<file path="config.mk">
export PLATFORM = sky130hd
export DESIGN_NAME = phv_in_port
export DESIGN_NICKNAME = d
export VERILOG_FILES = /design/src/rtl/phv_in_port.sv
export SDC_FILE = /design/constraint.sdc
export NUM_CORES = 2
export LEC_CHECK = 0
export ABC_CLOCK_PERIOD_IN_PS = 50300
export BUFFER_PORTS_ARGS = -buffer_cell sky130_fd_sc_hd__buf_2
export CAP_MARGIN = 20
export CORE_AREA = 2 2 430 432
export CTS_BUF_LIST = sky130_fd_sc_hd__clkbuf_8
export DETAILED_ROUTE_END_ITERATION = 16
export DIE_AREA = 0 0 432 434
export PLACE_DENSITY = 0.53
export RECOVER_POWER = 100
export SLEW_MARGIN = 10
export SYNTH_ARGS = -nofsm -noshare
export SYNTH_HDL_FRONTEND = slang
export SYNTH_SLANG_ARGS = --single-unit
</file>
<file path="constraint.sdc">
create_clock -name clock -period 50.3 [get_ports clock]
set_input_delay 10.06 -clock clock [delete_from_list [all_inputs] [get_ports clock]]
set_output_delay 10.06 -clock clock [all_outputs]
set_load 0.05 [all_outputs]
</file>
<file path="src/rtl/phv_in_port.sv">
`default_nettype none
// ============================================================================
// phv_in_port : assembles a beat stream into a flat PHV with a one-cycle pulse
// Revision    : 1.0
// ============================================================================
module phv_in_port #(
    parameter int PHV_BYTES  = 128,
    parameter int BEAT_BYTES = 8
) (
    input  logic                    clock,
    input  logic                    reset,
    input  logic [8*BEAT_BYTES-1:0] io_in_data,
    input  logic                    io_in_valid,
    input  logic                    io_in_last,
    output logic                    io_in_ready,
    output logic [8*PHV_BYTES-1:0]  io_phv_out_data,
    output logic                    io_phv_out_valid,
    output logic                    io_phv_out_trunc
);

    localparam int BEATS  = PHV_BYTES / BEAT_BYTES;
    localparam int CNT_W  = (BEATS > 1) ? $clog2(BEATS) : 1;
    localparam int BEAT_W = 8 * BEAT_BYTES;

    typedef enum logic [1:0] {
        ST_COLLECT = 2'd0,
        ST_DROP    = 2'd1,
        ST_EMIT    = 2'd2
    } state_t;

    state_t                 r_state;
    state_t                 w_state_next;
    logic [CNT_W-1:0]       r_cnt;
    logic                   r_drop;
    logic [8*PHV_BYTES-1:0] r_buf;

    logic                   w_accept;
    logic                   w_wr_en;
    logic                   w_cnt_inc;
    logic                   w_drop_set;

    assign w_accept = io_in_valid && io_in_ready;

    always_comb begin
        w_state_next     = r_state;
        io_in_ready      = 1'b1;
        io_phv_out_valid = 1'b0;
        io_phv_out_trunc = 1'b0;
        w_wr_en          = 1'b0;
        w_cnt_inc        = 1'b0;
        w_drop_set       = 1'b0;
        case (r_state)
            ST_COLLECT: begin
                if (w_accept) begin
                    w_wr_en = 1'b1;
                    if (io_in_last)
                        w_state_next = ST_EMIT;
                    else if (r_cnt == CNT_W'(BEATS - 1))
                        w_state_next = ST_DROP;
                    else
                        w_cnt_inc = 1'b1;
                end
            end
            ST_DROP: begin
                if (w_accept) begin
                    w_drop_set = 1'b1;
                    if (io_in_last)
                        w_state_next = ST_EMIT;
                end
            end
            ST_EMIT: begin
                io_in_ready      = 1'b0;
                io_phv_out_valid = 1'b1;
                io_phv_out_trunc = r_drop;
                w_state_next     = ST_COLLECT;
            end
            default: w_state_next = ST_COLLECT;
        endcase
    end

    always_ff @(posedge clock or posedge reset) begin
        if (reset) begin
            r_state <= ST_COLLECT;
            r_cnt   <= '0;
            r_drop  <= 1'b0;
        end else begin
            r_state <= w_state_next;
            if (r_state == ST_EMIT) begin
                r_cnt  <= '0;
                r_drop <= 1'b0;
            end else begin
                if (w_cnt_inc)
                    r_cnt <= r_cnt + 1'b1;
                if (w_drop_set)
                    r_drop <= 1'b1;
            end
        end
    end

    // Buffer is cleared after every emit so short headers leave zero padding.
    always_ff @(posedge clock or posedge reset) begin
        if (reset) begin
            r_buf <= '0;
        end else if (r_state == ST_EMIT) begin
            r_buf <= '0;
        end else begin
            for (int b = 0; b < BEATS; b++) begin
                if (w_wr_en && (r_cnt == CNT_W'(b)))
                    r_buf[BEAT_W*b +: BEAT_W] <= io_in_data;
            end
        end
    end

    assign io_phv_out_data = r_buf;

endmodule
`default_nettype wire

</file>
==> impl_metrics.json <==
{
  "status": "finished with violations",
  "violations": "capacitance limit, slew limit",
  "cellLeakagePower_nw": 21.85,
  "tightest_slew_ns": 8.457,
  "maxCapViolations": 44,
  "track_usage_pct": 21.89,
  "grt_first_pass_wirelength_um": 297100,
  "grt_max_degree": 227,
  "required_ns": 49.45,
  "final_area_um2": 51910,
  "core_area_um2": 182500,
  "crit_top_cell": "clkbuf_1",
  "swShare_pct": 41.49,
  "cts_setup_buffers": 0,
  "cp_max_fo": 156,
  "initial_core_util_pct": 23.44,
  "synth_area_per_cell_um2": 9.517,
  "ant_nets": 0,
  "num_rows": 157,
  "fin_crit_ns": 28.42,
  "yosysUniqueCellTypes": 40,
  "met1_length_um": 82640,
  "routed.top_layer": "met5",
  "critPathLaunchType": "input pin",
  "drc": 0,
  "fill_cells": 20000,
  "wl_met2_um": 101700,
  "fin_skew_ns": 0.03862,
  "die_y_um": 434,
  "relSlewSlack_pct": -463.8,
  "seqPwrFrac_pct": 39.2,
  "postRouteWirelength_um": 214800,
  "async_reset_ff_share_pct": 100.0,
  "ys_seq_area_share_pct": 60.31,
  "end_kind": "async pin",
  "max_stage_delay_ns": 6.00,
  "die_w_um": 432,
  "hold_viol_final": 0,
  "syn-instance-count": 4495,
  "fp.dieArea_um2": 187500,
  "postCtsResizedCells": 0,
  "clock_power_share_pct": 33.7,
  "fmax_mhz": 35.18,
  "period_share_pct": 56.51,
  "cts_tree": "yes",
  "htree_levels": 4,
  "finalNetCount": 5393,
  "final_common_cell": "clkbuf_1",
  "pin_count": 1095,
  "grt_overflow": 0,
  "grt_pass1_vias": 38290,
  "yosys_warnings": 0,
  "firstDrtPassIters": 6,
  "vdd_drop_max_v": 0.00002592,
  "critPathKind": "input pin to async pin",
  "p_sw_w": 0.001017,
  "placed_area_um2": 49570,
  "synth_flop_cell": "dfrtp_1",
  "p_comb_share_pct": 27.0,
  "hold_path_class": "flop to flop",
  "clock-root-buffer": "clkbuf_8",
  "internal-power_w": 0.001434,
  "cts_made_buffers": 184,
  "tns_ns": 0,
  "cts_hold_buf": 0,
  "io_buffers": 1094,
  "synth_seq_cells": 1031,
  "place_congestion": 0.8269,
  "antenna_found_initial": 14,
  "drive_gt1_share_pct": 7.228,
  "slowest_stage": "clkbuf_1",
  "crit_chain": "buf_2, clkinvlp_2, clkbuf_1, clkbuf_1, clkbuf_1",
  "num_vias": 39970,
  "vias_per_cell": 5.086,
  "slew_viol_final": 2732,
  "dr_wl_met3_um": 19850,
  "clkLatencyLatePin_ns": 0.95,
  "cts.clk_slew.worst_paths_ns": 0.06,
  "drt-wirelength-per-cell_um": 27.33,
  "area_growth_pct": 21.33,
  "synth-edff-count": 0,
  "fin_util_pct": 28.44,
  "drt_iter0_drc": 4025,
  "finalSetupViolations": 0,
  "rsz0062_at_grt": "false",
  "cts_num_sinks": 1031,
  "crit_arrival_ns": 27.57,
  "final_cell_mix": "clkbuf_1, dfrtp_1, o21ai_0",
  "syn_area_um2": 42780,
  "syn_nets": 4567,
  "clockBufferDepth": 3,
  "dp_hpwl_um": 138900,
  "power_density_nw_per_um2": 47.22
}
## critical path, delay by kind of cell
kind | cells | cell delay (ns)
buf+inv | 5 | 16.89
## path summary, 6_finish.rpt
path                            slack (ns)              endpoint  cells past startpoint  startpoint
worst max-delay path                 21.88   io_phv_out_data[19]                      5       reset
worst min-delay path                  0.52                r_drop                      2      r_drop
worst max register to register       40.23  io_phv_out_data[790]                      4  r_state[1]
worst min register to register        0.52                r_drop                      2      r_drop
max in group clock                   31.34           io_in_ready                      3  r_state[1]
min in group asynchronous            10.78  io_phv_out_data[682]                      2       reset
## synth_stat cells (all sizes together) (2+ instances only)
library cell	number	area share (%)
a21oi	5	0.058
mux2i	58	1.4
o21ai	971	11
nand2	879	7.7
nand4	3	0.044
clkbuf	236	2.1
dfrtp	1031	60
and3	3	0.044
and2	13	0.19
nor2b	5	0.079
inv	6	0.059
and4b	2	0.047
ha	4	0.12
and4bb	3	0.088
nand2b	2	0.029
nand3	758	8.9
nor3b	2	0.047
and3b	2	0.041
buf	288	3.5
o211ai	208	3.6
nor2	9	0.11
## final cells by class
type | count | area, um^2 | share of cell area (%)
Antenna cell | 9 | 22.52 | 0.04339
Multi-Input combinational cell | 2934 | 14610 | 28.15
Inverter | 6 | 25.02 | 0.04821
Tap cell | 2385 | 2984 | 5.749
Clock inverter | 96 | 608.1 | 1.171
Clock buffer | 234 | 3221 | 6.205
Sequential cell | 1031 | 25800 | 49.70
Timing Repair Buffer | 1164 | 4636 | 8.931
## metrics by stage
stage	instances	total power [W]	setup slack, ns	hold slack (ns)
final	7859	0.002451	21.88	0.5156
after global routing	7852	0.002547	18.49	0.5372
after CTS	7849	0.002498	36.84	0.5138
after detailed placement	7519	0.001664	36.21	0.5042
after global placement	7519	0.001660	36.23	0.4962
after floorplan	4495	0.001438	11.23	0.4779
## flip-flops by register name (all words and copies together) (netlist names)
register         count
r_state              2
r_cnt                4
io_phv_out_data   1024
r_drop               1
## power by group through the flow
stage / clock network [W] / registers, W / logic (W)
floorplan: 0 / 0.00125 / 0.000183
global placement: 0 / 0.000967 / 0.000693
detailed placement: 0 / 0.000968 / 0.000696
CTS: 0.000845 / 0.000957 / 0.000695
global route: 0.000882 / 0.000971 / 0.000695
finish: 0.000827 / 0.000961 / 0.000663
## layer usage
metal	vias to the layer above	GRT usage, %
li1	17120	-
met1	20290	27.06
met2	2072	34.82
met3	487	6.256
met4	2	10.98
met5	-	0
## logic make-up (layout without fill, tap and decap cells)
logic type	Yosys count	in the layout	synth area share, %
AND/OR/NAND/NOR	1686	1686	17.42
AO/OA/AOI/OAI	1185	1185	15.09
flip-flops	1031	1031	60.31
buffers and inverters	530	1500	5.686
multiplexers	59	59	1.383
adder cells (fa/ha/maj)	4	4	0.1170
other	0	9	0
Power figures use the tool's default switching activity.
